## src/rtl/spi_flash_reader.sv

```systemverilog
// SPI mode-0 master that issues a flash READ (0x03) for LEN bytes and streams them
// to a valid/ready consumer, holding SCK low whenever the consumer falls behind.
module spi_flash_reader #(
    parameter int CLK_DIV = 2,
    parameter int ADDR_W  = 24,
    parameter int LEN_W   = 16
) (
    input  logic              clk,
    input  logic              rst_n,
    input  logic              start,
    input  logic [ADDR_W-1:0] start_addr,
    input  logic [LEN_W-1:0]  length,
    output logic              busy,
    output logic              done,
    output logic [7:0]        byte_data,
    output logic              byte_valid,
    input  logic              byte_ready,
    output logic              spi_cs_n,
    output logic              spi_sck,
    output logic              spi_mosi,
    input  logic              spi_miso,
    output logic [2:0]        dbg_state_o
);

    // Byte interface: a byte transfers on any clk edge where byte_valid && byte_ready;
    // byte_data and byte_valid hold their values until that edge.
    typedef enum logic [2:0] {
        S_IDLE   = 3'd0,
        S_CMD    = 3'd1,
        S_ADDR   = 3'd2,
        S_DATA   = 3'd3,
        S_STALL  = 3'd4,
        S_FINISH = 3'd5
    } state_e;

    localparam logic [7:0] READ_CMD = 8'h03;
    localparam int SH_W    = 8 + ADDR_W;
    localparam int DIV_W   = (CLK_DIV > 1) ? $clog2(CLK_DIV) : 1;
    localparam int CNT_MAX = (ADDR_W > 8) ? ADDR_W : 8;
    localparam int CNT_W   = $clog2(CNT_MAX + 1);
    localparam logic [DIV_W-1:0] DIV_LAST  = DIV_W'(CLK_DIV - 1);
    localparam logic [CNT_W-1:0] BYTE_BITS = CNT_W'(8);
    localparam logic [CNT_W-1:0] ADDR_BITS = CNT_W'(ADDR_W);
    localparam logic [CNT_W-1:0] LAST_BIT  = CNT_W'(7);

    state_e            state_q;
    logic [DIV_W-1:0]  div_q;
    logic [CNT_W-1:0]  bit_cnt_q;
    logic [SH_W-1:0]   tx_q;
    logic [7:0]        rx_q;
    logic [LEN_W-1:0]  rem_q;
    logic              pend_q;
    logic              last_q;
    logic              busy_q;
    logic              done_q;
    logic [7:0]        byte_data_q;
    logic              byte_valid_q;
    logic              cs_n_q;
    logic              sck_q;
    logic              mosi_q;

    logic tick;
    logic hs;

    assign tick = (div_q == DIV_LAST);
    assign hs   = byte_valid_q && byte_ready;

    always_ff @(posedge clk or negedge rst_n) begin
        if (!rst_n) begin
            state_q      <= S_IDLE;
            div_q        <= '0;
            bit_cnt_q    <= '0;
            tx_q         <= '0;
            rx_q         <= '0;
            rem_q        <= '0;
            pend_q       <= 1'b0;
            last_q       <= 1'b0;
            busy_q       <= 1'b0;
            done_q       <= 1'b0;
            byte_data_q  <= '0;
            byte_valid_q <= 1'b0;
            cs_n_q       <= 1'b1;
            sck_q        <= 1'b0;
            mosi_q       <= 1'b0;
        end else begin
            done_q <= 1'b0;
            if (hs) byte_valid_q <= 1'b0;
            // The byte captured on the previous rise is presented one clk later.
            if (pend_q) begin
                byte_data_q  <= rx_q;
                byte_valid_q <= 1'b1;
                rem_q        <= rem_q - LEN_W'(1);
                pend_q       <= 1'b0;
            end

            case (state_q)
                S_IDLE: begin
                    if (start) begin
                        if (length != '0) begin
                            rem_q     <= length;
                            tx_q      <= {READ_CMD, start_addr};
                            mosi_q    <= READ_CMD[7];
                            cs_n_q    <= 1'b0;
                            div_q     <= '0;
                            bit_cnt_q <= '0;
                            busy_q    <= 1'b1;
                            state_q   <= S_CMD;
                        end else begin
                            done_q <= 1'b1;
                        end
                    end
                end

                S_CMD, S_ADDR, S_DATA: begin
                    div_q <= tick ? '0 : div_q + DIV_W'(1);
                    if (tick && !sck_q) begin
                        // An unconsumed byte blocks the first rise of the next one.
                        if (state_q == S_DATA && bit_cnt_q == '0 && byte_valid_q && !byte_ready) begin
                            state_q <= S_STALL;
                        end else begin
                            sck_q     <= 1'b1;
                            bit_cnt_q <= bit_cnt_q + CNT_W'(1);
                            rx_q      <= {rx_q[6:0], spi_miso};
                            if (state_q == S_DATA && bit_cnt_q == LAST_BIT) begin
                                pend_q <= 1'b1;
                                last_q <= (rem_q == LEN_W'(1));
                            end
                        end
                    end else if (tick) begin
                        sck_q  <= 1'b0;
                        tx_q   <= tx_q << 1;
                        mosi_q <= tx_q[SH_W-2];
                        if (state_q == S_CMD && bit_cnt_q == BYTE_BITS) begin
                            bit_cnt_q <= '0;
                            state_q   <= S_ADDR;
                        end
                        if (state_q == S_ADDR && bit_cnt_q == ADDR_BITS) begin
                            bit_cnt_q <= '0;
                            mosi_q    <= 1'b0;
                            state_q   <= S_DATA;
                        end
                        if (state_q == S_DATA) begin
                            mosi_q <= 1'b0;
                            if (bit_cnt_q == BYTE_BITS) begin
                                bit_cnt_q <= '0;
                                if (last_q) begin
                                    cs_n_q  <= 1'b1;
                                    state_q <= S_FINISH;
                                end
                            end
                        end
                    end
                end

                S_STALL: begin
                    if (hs) begin
                        div_q   <= '0;
                        state_q <= S_DATA;
                    end
                end

                S_FINISH: begin
                    // div_q restarted at the CS rise, so it doubles as the deselect timer.
                    if (div_q != DIV_LAST) begin
                        div_q <= div_q + DIV_W'(1);
                    end else if (!byte_valid_q) begin
                        done_q  <= 1'b1;
                        busy_q  <= 1'b0;
                        state_q <= S_IDLE;
                    end
                end

                default: state_q <= S_IDLE;
            endcase
        end
    end

    assign busy        = busy_q;
    assign done        = done_q;
    assign byte_data   = byte_data_q;
    assign byte_valid  = byte_valid_q;
    assign spi_cs_n    = cs_n_q;
    assign spi_sck     = sck_q;
    assign spi_mosi    = mosi_q;
    assign dbg_state_o = state_q;

endmodule

```

## config.mk

```make
export PLATFORM = sky130hd
export DESIGN_NAME = spi_flash_reader
export DESIGN_NICKNAME = d
export VERILOG_FILES = /design/src/rtl/spi_flash_reader.sv
export SDC_FILE = /design/constraint.sdc
export NUM_CORES = 1
export LEC_CHECK = 0
export BUFFER_PORTS_ARGS = -buffer_cell sky130_fd_sc_hd__buf_2
export CAP_MARGIN = 20
export CORE_ASPECT_RATIO = 0.6
export CORE_MARGIN = 4
export CORE_UTILIZATION = 45
export CTS_CLUSTER_DIAMETER = 100
export DETAILED_ROUTE_END_ITERATION = 8
export PLACE_DENSITY = 0.68
export REMOVE_ABC_BUFFERS = 1
export SYNTH_ARGS = -nofsm -noshare
export SYNTH_HDL_FRONTEND = slang
export SYNTH_SLANG_ARGS = --single-unit
```

## constraint.sdc

```tcl
create_clock -name clk -period 2.05 [get_ports clk]
set_clock_uncertainty 0.15 [all_clocks]
set_input_delay 0.205 -clock clk [delete_from_list [all_inputs] [get_ports clk]]
set_output_delay 0.205 -clock clk [all_outputs]
set_load 0.02 [all_outputs]
```

==> results_dict.tcl <==
set metrics [dict create \
    dr.first_iter.drc_count 293 \
    timing.hold.worst.class "primary input to flop" \
    least_margin_pin_slew_ns 0.610 \
    grt_first_pass_wirelength_um 17000 \
    ys.flop_type "sky130_fd_sc_hd__dfrtp_1" \
    share_of_the_clock_period_used_by_the_worst_path_pct 99.3 \
    setup_viol 0 \
    crit_path_start_kind "flop" \
    yosys.area_share.simple_pct 15.3 \
    unrepaired_setup_endpoints_after_global_routing "yes" \
    mostFrequentLayoutCell "sky130_fd_sc_hd__dfrtp_1" \
    layout.core_utilization_pct 64.7 \
    crit_path_cell_trace "or4_4 > or3_4 > nor4_4 > xnor2_1 > a21oi_2" \
    p_leak_nw 2.37 \
    synth-compound-area-share_pct 19.5 \
    area_growth_syn_to_layout_pct 35.6 \
    cp_data_required_time_ns 2.14 \
    worst_vdd_ir_v 0.000390 \
    wl_met3_um 685 \
    syn_area_um2 3880 \
    synth_enable_flop_cells 0 \
    initial_cell_density_of_the_core_pct 47.7 \
    gp_congestion 0.942 \
    clk_pin_slew_worst_paths_ns 0.07 \
    power_frac_clock_pct 47.6 \
    cp_data_arrival_time_ns 2.13 \
    synth.distinct_cells 54 \
    yosys-mux-area-fraction_pct 6.10 \
    synth_adder_area_share_pct 1.29 \
    wirelength_um 10400 \
    drt_pre_antenna_iters 5 \
    vias 3371 \
    insertion_delay_ns 0.35 \
    worstSetupPathType "flop to flop" \
    min_period_ns 2.04 \
    drive_above_1_share_pct 37.4 \
    global_route.usage.total_pct 21.5 \
    postSynth.asyncResetShare_pct 100 \
    grt_max_degree 81 \
    critical_r2r_launch "rem_q[7]$_DFF_PN0_" \
    netSwitchingPower_uw 782 \
    layout_common_cells "sky130_fd_sc_hd__dfrtp_1, sky130_fd_sc_hd__buf_2, sky130_fd_sc_hd__buf_4, sky130_fd_sc_hd__nor2_1, sky130_fd_sc_hd__o22ai_1" \
    cts_htree_levels 3 \
    final_nets 531 \
    seqPwrFrac_pct 48.6 \
    layoutNonFillerInstCount 595 \
    vias_in_the_first_global_route 3352 \
    run_status "complete, no violations" \
    hold_path_startpoint "length[7]" \
    postSynthRegisterBits 80 \
    setup.worst_path.start "rem_q[7]$_DFF_PN0_" \
    tritoncts "done" \
    r2r.worst_path.cells 5 \
    postSynthAreaPerCell_um2 10.9 \
    cts_made_buffers 9 \
    critical_path_capture_point_type "flop" \
    highest-signal-layer "met4" \
    power.combinational.fraction_pct 3.8 \
    cts.sink_count 80 \
    hold_viol 0 \
    total_buffers_and_inverters_traversed_by_the_critical_path 0 \
    route.met2.wl_um 4620 \
    synth-warning-count 0 \
    post_drt_via_cell_ratio 5.67 \
    synth_cells 356 \
    die_x_um 128 \
    timing.final.max_slew_violations 0 \
    powerDensity_nw_per_um2 623 \
    maxSlewHeadroom_pct 59.0 \
    detail_route.wl_per_cell_um 17.4 \
    dieArea_um2 10200 \
    drv.max_cap_violation_count 0 \
    max_stage_delay_ns 0.58 \
    swShare_pct 23.9 \
    post_place_cells 556 \
    synth.yosys.seq_area_share_pct 51.6 \
    rows 25 \
    critical_path_depth 5 \
    drc 0 \
    dominant_combinational_cell_family_by_area_after_synthesis "compound AO/OA/AOI/OAI gates" \
    number_of_fill_cells_in_the_layout 624 \
    die-height_um 79.9 \
    synth_xor_area_share_pct 3.16 \
    io_pins 62 \
    place_hpwl_um 6910 \
    antenna_violations_before_repair 0 \
    clockBufferDepth 2 \
    critical_path_s_slowest_cell "sky130_fd_sc_hd__or4_4" \
    place.port_buffers 61 \
    hold_depth 3 \
    fmaxAchievable_mhz 491 \
    ant_nets 0 \
    power.internal_mw 2.50 \
    inserted_diodes 0 \
    critical_path.top_delay_family "simple AND/OR/NAND/NOR gates" \
    grt.overflow.total 0 \
    maximum_net_fanout_on_the_critical_path 3 \
    core_outline_area_um2 8130 \
    met1_length_um 4950 \
    cts_root_buffer "sky130_fd_sc_hd__clkbuf_16" \
]
[cells in the mapped netlist (3+ instances only)]
cell                         n  area, um2
sky130_fd_sc_hd__nand3_1     9       45.0
sky130_fd_sc_hd__nor4_1      9       56.3
sky130_fd_sc_hd__a21oi_1    21        105
sky130_fd_sc_hd__xnor2_1     9       78.8
sky130_fd_sc_hd__buf_2       5       25.0
sky130_fd_sc_hd__nand3b_1    3       22.5
sky130_fd_sc_hd__a21oi_2     3       26.3
sky130_fd_sc_hd__ha_1        4       50.1
sky130_fd_sc_hd__mux2_2     21        236
sky130_fd_sc_hd__a22o_1      7       61.3
sky130_fd_sc_hd__o21ai_0     7       35.0
sky130_fd_sc_hd__o22ai_1    24        150
sky130_fd_sc_hd__dfrtp_1    79       1980
sky130_fd_sc_hd__a2bb2oi_1  23        201
sky130_fd_sc_hd__nand4_1     4       25.0
sky130_fd_sc_hd__nor2_1     26       97.6
sky130_fd_sc_hd__nand2_1    17       63.8
sky130_fd_sc_hd__clkbuf_1   15       56.3
sky130_fd_sc_hd__nand2b_1    3       18.8
sky130_fd_sc_hd__nor3_1      4       20.0
sky130_fd_sc_hd__o22a_1      3       26.3
sky130_fd_sc_hd__nor2b_1     6       37.5
sky130_fd_sc_hd__inv_1       9       33.8
sky130_fd_sc_hd__xor2_1      5       43.8
[state kept, by name, indices dropped and copies added (netlist names)]
| register | cells |
|---|---|
| tx_q | 31 |
| rem_q | 16 |
| byte_data | 8 |
| rx_q | 8 |
| bit_cnt_q | 5 |
| dbg_state_o | 3 |
| busy | 1 |
| byte_valid | 1 |
| div_q | 1 |
| done | 1 |
| last_q | 1 |
| pend_q | 1 |
| spi_cs_n | 1 |
| spi_mosi | 1 |
| spi_sck | 1 |
[path summary, 6_finish.rpt]
| path | end | slack [ns] |
|---|---|---|
| worst max-delay path | rem_q[11]$_DFF_PN0_ | 0.01 |
| worst min-delay path | rem_q[7]$_DFF_PN0_ | 0.006 |
| worst max register to register | rem_q[11]$_DFF_PN0_ | 0.01 |
| worst min register to register | tx_q[25]$_DFFE_PN0P_ | 0.34 |
| max in group asynchronous | spi_cs_n$_DFFE_PN1P_ | 1.13 |
| min in group asynchronous | tx_q[18]$_DFFE_PN0P_ | 0.26 |
[layout make-up]
type	instances	area, um2	area share [%]
Sequential cell	80	2000	38.1
Multi-Input combinational cell	246	1830	34.8
Timing Repair Buffer	136	968	18.4
Clock buffer	9	225	4.28
Tap cell	108	135	2.57
Clock inverter	7	61.3	1.17
Inverter	9	33.8	0.642
[worst min-delay path, stage by stage]
cell	delay (ns)
sky130_fd_sc_hd__buf_2	0.09
sky130_fd_sc_hd__nor2_1	0.04
sky130_fd_sc_hd__a21oi_1	0.12
[power by group through the flow]
stage	combinational [mW]	sequential [mW]	clock, mW
after global placement	0.0977	1.62	0
after detailed placement	0.0994	1.62	0
after floorplan	0.0113	1.62	0
after global routing	0.141	1.59	1.67
final	0.125	1.59	1.56
after CTS	0.126	1.59	1.59
[repair_timing]
| action | CTS | global route |
|---|---|---|
| resized for setup | 1 | 18 |
| hold endpoints to repair | 96 | 0 |
| cloned | 0 | 1 |
| endpoints found under the setup margin | 2 | 35 |
| hold buffers | 18 | 0 |
| buffers inserted | 0 | 4 |
| pin swaps | 3 | 4 |
[logic make-up after synthesis]
| logic type | Yosys count |
|---|---|
| flops | 80 |
| fa+ha+maj | 4 |
| mux | 21 |
| buf+inv | 30 |
| xor+xnor | 14 |
| simple gates | 100 |
| compound gates | 107 |
[per-stage QoR]
step                power [mW]  worst slack (ns)  TNS, ns  instance area (um2)  hold slack (ns)
detailed placement        1.72            -0.101   -0.868                 4670            0.117
finish                    3.28            0.0135        0                 5260          0.00633
global placement          1.72           -0.0654   -0.282                 4670            0.114
global route              3.40           -0.0411   -0.227                 5260           0.0101
floorplan                 1.63            -0.797   -27.60                 3790           -0.241
CTS                       3.31           0.00568        0                 5140          0.00134
[per-layer routing]
metal	vias up	global-route usage [%]
met2	98	30.7
met4	0	6.25
met1	1666	30.8
li1	1594	-
met3	13	7.42
met5	-	0
No activity file was read; power rests on OpenSTA's default activity.
